**config.mk**
```make
export PLATFORM = sky130hd
export DESIGN_NAME = day10_machine_reader_flat
export DESIGN_NICKNAME = d
export VERILOG_FILES = /design/src/rtl/day10_machine_reader_if.sv /design/src/rtl/day10_machine_reader.sv /design/src/flat_wrapper.sv
export SDC_FILE = /design/constraint.sdc
export NUM_CORES = 1
export LEC_CHECK = 0
export ABC_CLOCK_PERIOD_IN_PS = 13500
export BUFFER_PORTS_ARGS = -buffer_cell sky130_fd_sc_hd__buf_2
export CORE_UTILIZATION = 53
export CTS_BUF_LIST = sky130_fd_sc_hd__clkbuf_8 sky130_fd_sc_hd__clkbuf_16
export DETAILED_ROUTE_END_ITERATION = 16
export PLACE_DENSITY = 0.89
export SLEW_MARGIN = 10
export SYNTH_ARGS = -nofsm -noshare
export SYNTH_HDL_FRONTEND = slang
export SYNTH_SLANG_ARGS = --single-unit
export TNS_END_PERCENT = 20
```
**constraint.sdc**
```tcl
create_clock -name clk -period 13.5 [get_ports clk]
set_input_delay 2.7 -clock clk [delete_from_list [all_inputs] [get_ports clk]]
set_output_delay 2.7 -clock clk [all_outputs]
set_load 0.01 [all_outputs]
```
**src/rtl/day10_machine_reader_if.sv**
```systemverilog
// AXI-stream beat interface feeding the day-10 machine reader.
// Source drives tvalid/tdata/tlast; the reader drives tready.
interface axi_stream_if #(
  parameter int W = 8
) ();
  logic         tvalid;
  logic         tready;
  logic [W-1:0] tdata;
  logic         tlast;

  modport master (
    output tvalid, tdata, tlast,
    input  tready
  );

  modport slave (
    input  tvalid, tdata, tlast,
    output tready
  );
endinterface

```
**src/rtl/day10_machine_reader.sv**
```systemverilog
// Day-10 machine record parser: stream beats into registered fields.
// Optional joltage section enabled by defining DAY10_JOLTAGE_EN.
module day10_machine_reader #(
  parameter int MAX_NUM_LIGHTS  = 16,
  parameter int MAX_NUM_BUTTONS = 16,
  parameter int AXI_DATA_WIDTH  = 8,
  parameter int JOLTAGE_W       = 10,
  localparam int NL_W = $clog2(MAX_NUM_LIGHTS + 1),
  localparam int NB_W = $clog2(MAX_NUM_BUTTONS + 1)
) (
  input  logic clk,
  input  logic rst,
  axi_stream_if.slave data_in,
  output logic out_valid,
  input  logic out_ready,
  output logic [NL_W-1:0] num_lights,
  output logic [MAX_NUM_LIGHTS-1:0] target_mask,
  output logic [NB_W-1:0] num_buttons,
  output logic [MAX_NUM_BUTTONS-1:0][MAX_NUM_LIGHTS-1:0] buttons,
`ifdef DAY10_JOLTAGE_EN
  output logic [MAX_NUM_LIGHTS-1:0][JOLTAGE_W-1:0] joltage,
`endif
  output logic [15:0] record_count,
  output logic end_of_input,
  output logic err_overflow,
  output logic err_framing
);

  localparam int EXT_W = MAX_NUM_LIGHTS + AXI_DATA_WIDTH;
  localparam logic [NL_W-1:0] NL_ONE = NL_W'(1);
  localparam logic [NB_W-1:0] NB_ONE = NB_W'(1);

  typedef enum logic [2:0] {
    S_LCNT, S_TGT, S_BCNT, S_BTN, S_JOLT, S_OUT
  } state_t;

  state_t state, next_state, nxt, after_btn;

  // Raw declared counts drive beat consumption even when saturated.
  logic [NL_W-1:0] lcnt_raw, vb, beat_cnt;
  logic [NB_W-1:0] bcnt_raw, btn_idx;
  logic [NL_W-1:0] lraw_d, vb_d;
  logic [NB_W-1:0] bcnt_d;
  logic acc, rec_done, framing;
  logic beat_last, btn_last, jolt_last;
  logic [EXT_W-1:0] ext;
  logic [MAX_NUM_LIGHTS-1:0] lmask, beat_bits;

`ifdef DAY10_JOLTAGE_EN
  logic [JOLTAGE_W+AXI_DATA_WIDTH-1:0] jext;
  assign jext = {JOLTAGE_W'(0), data_in.tdata};
`endif

  assign out_valid      = (state == S_OUT);
  assign data_in.tready = (state != S_OUT);
  assign acc            = data_in.tvalid && data_in.tready;

  assign lraw_d = data_in.tdata[NL_W-1:0];
  assign bcnt_d = data_in.tdata[NB_W-1:0];
  assign vb_d   = NL_W'((32'(lraw_d) + AXI_DATA_WIDTH - 1)
                        / AXI_DATA_WIDTH);

  assign beat_last = (beat_cnt + NL_ONE == vb);
  assign btn_last  = (btn_idx + NB_ONE == bcnt_raw);
  assign jolt_last = (beat_cnt + NL_ONE == lcnt_raw);

  always_comb begin
    ext = EXT_W'(data_in.tdata) << (32'(beat_cnt) * AXI_DATA_WIDTH);
    for (int i = 0; i < MAX_NUM_LIGHTS; i++) begin
      lmask[i] = (i < int'(lcnt_raw));
    end
    beat_bits = ext[MAX_NUM_LIGHTS-1:0] & lmask;
  end

  always_ff @(posedge clk or posedge rst) begin
    if (rst) state <= S_LCNT;
    else     state <= next_state;
  end

  always_comb begin
    after_btn = S_OUT;
`ifdef DAY10_JOLTAGE_EN
    if (lcnt_raw != '0) after_btn = S_JOLT;
`endif
    nxt = state;
    unique case (state)
      S_LCNT: nxt = (vb_d == '0) ? S_BCNT : S_TGT;
      S_TGT:  if (beat_last) nxt = S_BCNT;
      S_BCNT: nxt = (bcnt_d == '0 || vb == '0) ? after_btn : S_BTN;
      S_BTN:  if (beat_last && btn_last) nxt = after_btn;
      S_JOLT: if (jolt_last) nxt = S_OUT;
      default: nxt = state;
    endcase
    rec_done = (state != S_OUT) && (nxt == S_OUT);
    framing  = acc && data_in.tlast && !rec_done;
    next_state = state;
    if (state == S_OUT) begin
      if (out_ready) next_state = S_LCNT;
    end else if (acc) begin
      next_state = framing ? S_LCNT : nxt;
    end
  end

  always_ff @(posedge clk or posedge rst) begin
    if (rst) begin
      lcnt_raw    <= '0;
      vb          <= '0;
      beat_cnt    <= '0;
      bcnt_raw    <= '0;
      btn_idx     <= '0;
      num_lights  <= '0;
      num_buttons <= '0;
      target_mask <= '0;
      buttons     <= '0;
`ifdef DAY10_JOLTAGE_EN
      joltage     <= '0;
`endif
    end else if (acc) begin
      unique case (state)
        S_LCNT: begin
          lcnt_raw    <= lraw_d;
          vb          <= vb_d;
          beat_cnt    <= '0;
          btn_idx     <= '0;
          target_mask <= '0;
          buttons     <= '0;
`ifdef DAY10_JOLTAGE_EN
          joltage     <= '0;
`endif
          num_lights  <= (32'(lraw_d) > MAX_NUM_LIGHTS)
                         ? NL_W'(MAX_NUM_LIGHTS) : lraw_d;
        end
        S_TGT: begin
          target_mask <= target_mask | beat_bits;
          beat_cnt    <= beat_last ? '0 : beat_cnt + NL_ONE;
        end
        S_BCNT: begin
          bcnt_raw    <= bcnt_d;
          beat_cnt    <= '0;
          btn_idx     <= '0;
          num_buttons <= (32'(bcnt_d) > MAX_NUM_BUTTONS)
                         ? NB_W'(MAX_NUM_BUTTONS) : bcnt_d;
        end
        S_BTN: begin
          for (int b = 0; b < MAX_NUM_BUTTONS; b++) begin
            if (NB_W'(b) == btn_idx) begin
              buttons[b] <= buttons[b] | beat_bits;
            end
          end
          if (beat_last) begin
            beat_cnt <= '0;
            btn_idx  <= btn_idx + NB_ONE;
          end else begin
            beat_cnt <= beat_cnt + NL_ONE;
          end
        end
`ifdef DAY10_JOLTAGE_EN
        S_JOLT: begin
          for (int k = 0; k < MAX_NUM_LIGHTS; k++) begin
            if (NL_W'(k) == beat_cnt) begin
              joltage[k] <= jext[JOLTAGE_W-1:0];
            end
          end
          beat_cnt <= beat_cnt + NL_ONE;
        end
`endif
        default: ;
      endcase
    end
  end

  always_ff @(posedge clk or posedge rst) begin
    if (rst) begin
      record_count <= '0;
      end_of_input <= 1'b0;
      err_overflow <= 1'b0;
      err_framing  <= 1'b0;
    end else begin
      if (out_valid && out_ready) record_count <= record_count + 16'd1;
      if (acc && data_in.tlast) end_of_input <= 1'b1;
      if (framing) err_framing <= 1'b1;
      if (acc && state == S_LCNT && 32'(lraw_d) > MAX_NUM_LIGHTS)
        err_overflow <= 1'b1;
      if (acc && state == S_BCNT && 32'(bcnt_d) > MAX_NUM_BUTTONS)
        err_overflow <= 1'b1;
    end
  end

endmodule

```
**src/flat_wrapper.sv**
```systemverilog
// flat-port wrapper written by rule: the top's interface ports become plain ports
module day10_machine_reader_flat 
#(
  parameter int MAX_NUM_LIGHTS  = 16,
  parameter int MAX_NUM_BUTTONS = 16,
  parameter int AXI_DATA_WIDTH  = 8,
  parameter int JOLTAGE_W       = 10,
  localparam int NL_W = $clog2(MAX_NUM_LIGHTS + 1),
  localparam int NB_W = $clog2(MAX_NUM_BUTTONS + 1)
)
  (clk, rst, out_valid, out_ready, num_lights, target_mask, num_buttons, buttons, record_count, end_of_input, err_overflow, err_framing, data_in_tvalid, data_in_tdata, data_in_tlast, data_in_tready);
  axi_stream_if #(.W((8))) data_in_i ();
  input  logic clk;
  input  logic rst;
  output logic out_valid;
  input  logic out_ready;
  output logic [NL_W-1:0] num_lights;
  output logic [MAX_NUM_LIGHTS-1:0] target_mask;
  output logic [NB_W-1:0] num_buttons;
  output logic [MAX_NUM_BUTTONS-1:0][MAX_NUM_LIGHTS-1:0] buttons;
  output logic [15:0] record_count;
  output logic end_of_input;
  output logic err_overflow;
  output logic err_framing;
  input wire logic [$bits(data_in_i.tvalid)-1:0] data_in_tvalid;
  input wire logic [$bits(data_in_i.tdata)-1:0] data_in_tdata;
  input wire logic [$bits(data_in_i.tlast)-1:0] data_in_tlast;
  output wire logic [$bits(data_in_i.tready)-1:0] data_in_tready;
  assign data_in_i.tvalid = data_in_tvalid;
  assign data_in_i.tdata = data_in_tdata;
  assign data_in_i.tlast = data_in_tlast;
  assign data_in_tready = data_in_i.tready;
  day10_machine_reader #(.MAX_NUM_LIGHTS(MAX_NUM_LIGHTS), .MAX_NUM_BUTTONS(MAX_NUM_BUTTONS), .AXI_DATA_WIDTH(AXI_DATA_WIDTH), .JOLTAGE_W(JOLTAGE_W)) u_core (.clk(clk), .rst(rst), .data_in(data_in_i), .out_valid(out_valid), .out_ready(out_ready), .num_lights(num_lights), .target_mask(target_mask), .num_buttons(num_buttons), .buttons(buttons), .record_count(record_count), .end_of_input(end_of_input), .err_overflow(err_overflow), .err_framing(err_framing));
endmodule
```
==> results <==
- The flow ran to the end, and the final reports show no timing, DRC or antenna violations.
- The count of warnings emitted by yosys is 0.
- The source-to-sink clock delay at the later pin of the worst-skew pair is between 0.5 and 0.6 ns.
- The setup TNS is 0 ns.
- The detailed-routed wire length on met2 is roughly 19000 um.
- The clock tree from TritonCTS is done.
- The data required time at the worst endpoint is about 14 ns.
- The hold buffer count at cts is 0.
- The post-synth design cell area is between 10000 and 15000 sq um.
- The post-detailed-placement half-perimeter wirelength is between 20000 and 30000 um.
- The CTS sink count is 329.
- Broken down by cell family, the worst path's largest delay share belongs to buffers and inverters.
- The startpoint-to-endpoint class of the critical path is input pin to flip-flop.
- At the end of the flow the core is filled with cells to about 67%.
- The biggest fanout along the worst timing path is between 100 and 150.
- Counting every instance in the synthesized netlist gives 1276.
- The number of antenna violations at the first check in global routing was 0.
- The total count of hold-check failures in the final report is 0.
- The number of rows created at floorplan is 56.
- The kind of capture point of the worst setup path is a flip-flop.
- The register area share after synthesis is 63.74%.
- The data arrival time of the critical path is 5.33 ns.
- Setup repair after global routing left no endpoint under its margin.
- The leading area contributor after synthesis is dfrtp_1.
- The count of flip-flops with a built-in enable after synthesis is 0.
- CTS placed an instance of clkbuf_16 at the clock tree root.
- The number of global-route vias before repair is 10598.
- The worst path uses a little under two fifths of the clock period.
- The signed area change from the synthesized netlist to the final layout is 22.90%.
- The worst setup path is launched from an input pin.
- In this run, synthesis produced a sequential element count of about 330.
- The async set or reset register ratio after synthesis is 100.0%.
- Measured against its own limit, the worst slew margin works out to between 10% and 20%.
- The overall die height is between 150 and 200 um.
- Setup violations remaining at the end of the flow were counted as 0.
- The placement-stage cell area is roughly 15000 sq um.
- In this run the remaining antenna-violating nets after routing total 0.
- After detailed routing, the average wire length per cell comes to ~21 um.
- The post-cts resize count is 0.
- Power spread over the standard cell area amounts to between 150 and 200 nW/um^2.
- Sorting the synthesized cells by area gives the leading types as dfrtp_1 64%, a21oi_1 11%, nor2_1 8.7%, nand2_1 2.2%, clkbuf_1 1.7%.
- The routed length on met1 is approximately 15000 um.
- The longest clock path from root to sink contains 3 buffers.
- Among all stages on the critical path, the largest delay is contributed by buf_4.
- The effective utilization at floorplan is approximately 55%.
- For this run, the post-layout net count is approximately 1600.
- Clock tree synthesis inserted a total of 34 buffers.
- The analysis attributes to cell leakage a power of ~8.9 nW.
- Global routing finished with a remaining overflow of 0.
- The post-route total power is roughly 0.0028 W.
- In this run, the number of DRC markers left after iteration 0 of detailed routing was roughly 1200.
- By instance count, the cell type seen most on the critical path is buf_4.
- Walking the worst path, the cells encountered are buf_2, nand2b_1, nor2_4, buf_4, buf_4, nor2_1.
- Clock-pin slew was measured on the worst setup and hold paths at ~0.060 ns.
- Yosys mapped the design onto 60 distinct sky130hd cell types.
- The smallest hold slack is approximately 0.47 ns.
- The top routing layer in use is met4.
- The die outline area is around 25000 sq um.
- The vias per cell is roughly 6.
- The number of fillers in the final layout is between 1500 and 2000.
- The achievable clock frequency is around 0.2 GHz.
- In the layout the commonest cells are 329 x dfrtp_1, 315 x buf_2, 298 x nor2_1.
- The final antenna diode count is 0.
- Counting every net in the synthesized netlist gives ~1300.
- The final number of max-transition violations is 0.
- The finished cells cover 15870 sq um.
- The count of buffers added on input and output ports is ~320.
- The remaining routing DRC violations is 0.
- In this run the number of H-tree levels came out at 2.
- The largest net degree at the start of global routing is approximately 180.
- The wire length of the first global-routing pass is between 50000 and 60000 um.
- The routed wire length is a little under 40000 um.
- The tool flagged a number of max-cap violations equal to 0.
- The number of iterations in the first detailed-routing pass is 6.
- The routed layout has 11054 vias.
- The top cell type's share of synthesized area is ~64%.
- The core region is 23680 sq um.
- The count of buffering cells on the critical path with inverters included is 3.
- The worst ir drop on vdd is about 0.13 mV.
- The average footprint of a synthesized cell is a little over 10 sq um.
- Across every metal layer, demand over resource in global routing totals 31.46%.
- The slew of the pin with the lowest slew margin is ~1.3 ns.
- The length of routed met3 wiring is between 4000 and 5000 um.
- The library cell used most frequently in the layout, excluding fill and tap cells, is dfrtp_1.
- The routability congestion estimate is approximately 0.91.
- For the finished layout, the period the worst path requires is approximately 5.0 ns.
- about 320 I/O pins were placed.
- The worst hold path belongs to the class flip-flop to flip-flop.
- The horizontal die dimension is between 150 and 200 um.
- For the final database, setup skew stands at 0.02121 ns.
- The share of cells above drive strength 1 is a little over a quarter.
- The delay of the slowest cell on the worst path is approximately 0.85 ns.
- Buffers added to address setup during post-CTS repair amount to 0.
- The most instantiated flip-flop cell in the synthesis netlist is dfrtp_1.
-- worst reg2reg max path: stages, from the launching register on --
cell      delay, ns
dfrtp_1        0.51
nand2b_1       0.38
nor2_4         0.67
buf_4          0.51
buf_4          0.86
nor2_1         0.21
-- cell usage after synthesis, types with 5 or more instances --
cell      number
and3_1         9
nor2b_1        6
clkbuf_1      58
nor2_1       300
xnor2_1       23
ha_1          10
a21o_1         5
dfrtp_1      329
nand2b_1       5
nand2_1       77
a21oi_1      276
buf_2         29
nand3_1       11
xor2_1        12
nand4_1        7
inv_1         13
nor3_1         9
o21ai_0       23
nor3_2         5
-- logic make-up (layout without fill, tap and decap cells) --
kind of cell               Yosys count  after routing  share of synthesized area (%)
DFF                                329            329                          63.74
xor gates and xnor gates            36             36                          2.548
AOI/OAI and AO/OA                  335            335                          13.90
muxes                                6              6                         0.5037
buffers and inverters              106            407                          3.458
adders and majority gates           11             11                          1.046
and+or+nand+nor                    453            453                          14.80
-- per-stage QoR --
step / setup WS, ns / std cells
6_report: 8.509 / 1896
5_1_grt: 8.286 / 1896
4_1_cts: 8.549 / 1896
3_5_place_dp: 8.025 / 1837
3_3_place_gp: 8.169 / 1837
2_1_floorplan: 1.689 / 1276
-- cell type report --
cell class              count  area (sq um)  share of cell area (%)
well taps                 319         399.1                   2.514
inverters                  14         60.06                  0.3783
flip-flops and latches    329          8233                   51.86
repair buffers            334          1732                   10.91
clock inverters            17         207.7                   1.308
clock buffers              42         972.2                   6.124
multi-input cells         841          4270                   26.90
-- worst paths after layout --
path                                                        start  slack [ns]                                end  cells after the start
worst max-delay path                               data_in_tvalid        8.51    u_core.buttons[248]$_DFFE_PP0P_                      6
worst min-delay path            u_core.num_buttons[4]$_DFFE_PP0P_        0.47  u_core.num_buttons[4]$_DFFE_PP0P_                      2
worst max register to register        u_core.state[2]$_DFFE_PP0P_       10.18    u_core.buttons[248]$_DFFE_PP0P_                      5
worst min register to register  u_core.num_buttons[4]$_DFFE_PP0P_        0.47  u_core.num_buttons[4]$_DFFE_PP0P_                      2
max in group asynchronous                                     rst        9.68    u_core.buttons[197]$_DFFE_PP0P_                      3
min in group asynchronous                                     rst        2.34     u_core.buttons[60]$_DFFE_PP0P_                      2
-- registers in the layout (all words and copies together) (netlist names), 5 cells and up --
signal	flops
u_core.bcnt_raw	5
u_core.beat_cnt	5
u_core.btn_idx	5
u_core.buttons	256
u_core.lcnt_raw	5
u_core.num_buttons	5
u_core.num_lights	5
u_core.record_count	16
u_core.target_mask	16
u_core.vb	5
-- report_power, final --
part           internal [W]  total [W]  switching [W]
Sequential          0.00108    0.00117      0.0000925
Combinational      0.000176   0.000618       0.000441
Clock              0.000591   0.000981       0.000390
Total               0.00184    0.00277       0.000924
-- metal layers --
metal	up-vias	GRT usage (%)
met2	716	49.69
met1	5404	40.17
met3	121	9.307
li1	4813	-
met4	0	14.01
met5	-	0
(Power assumes the default switching activity.)
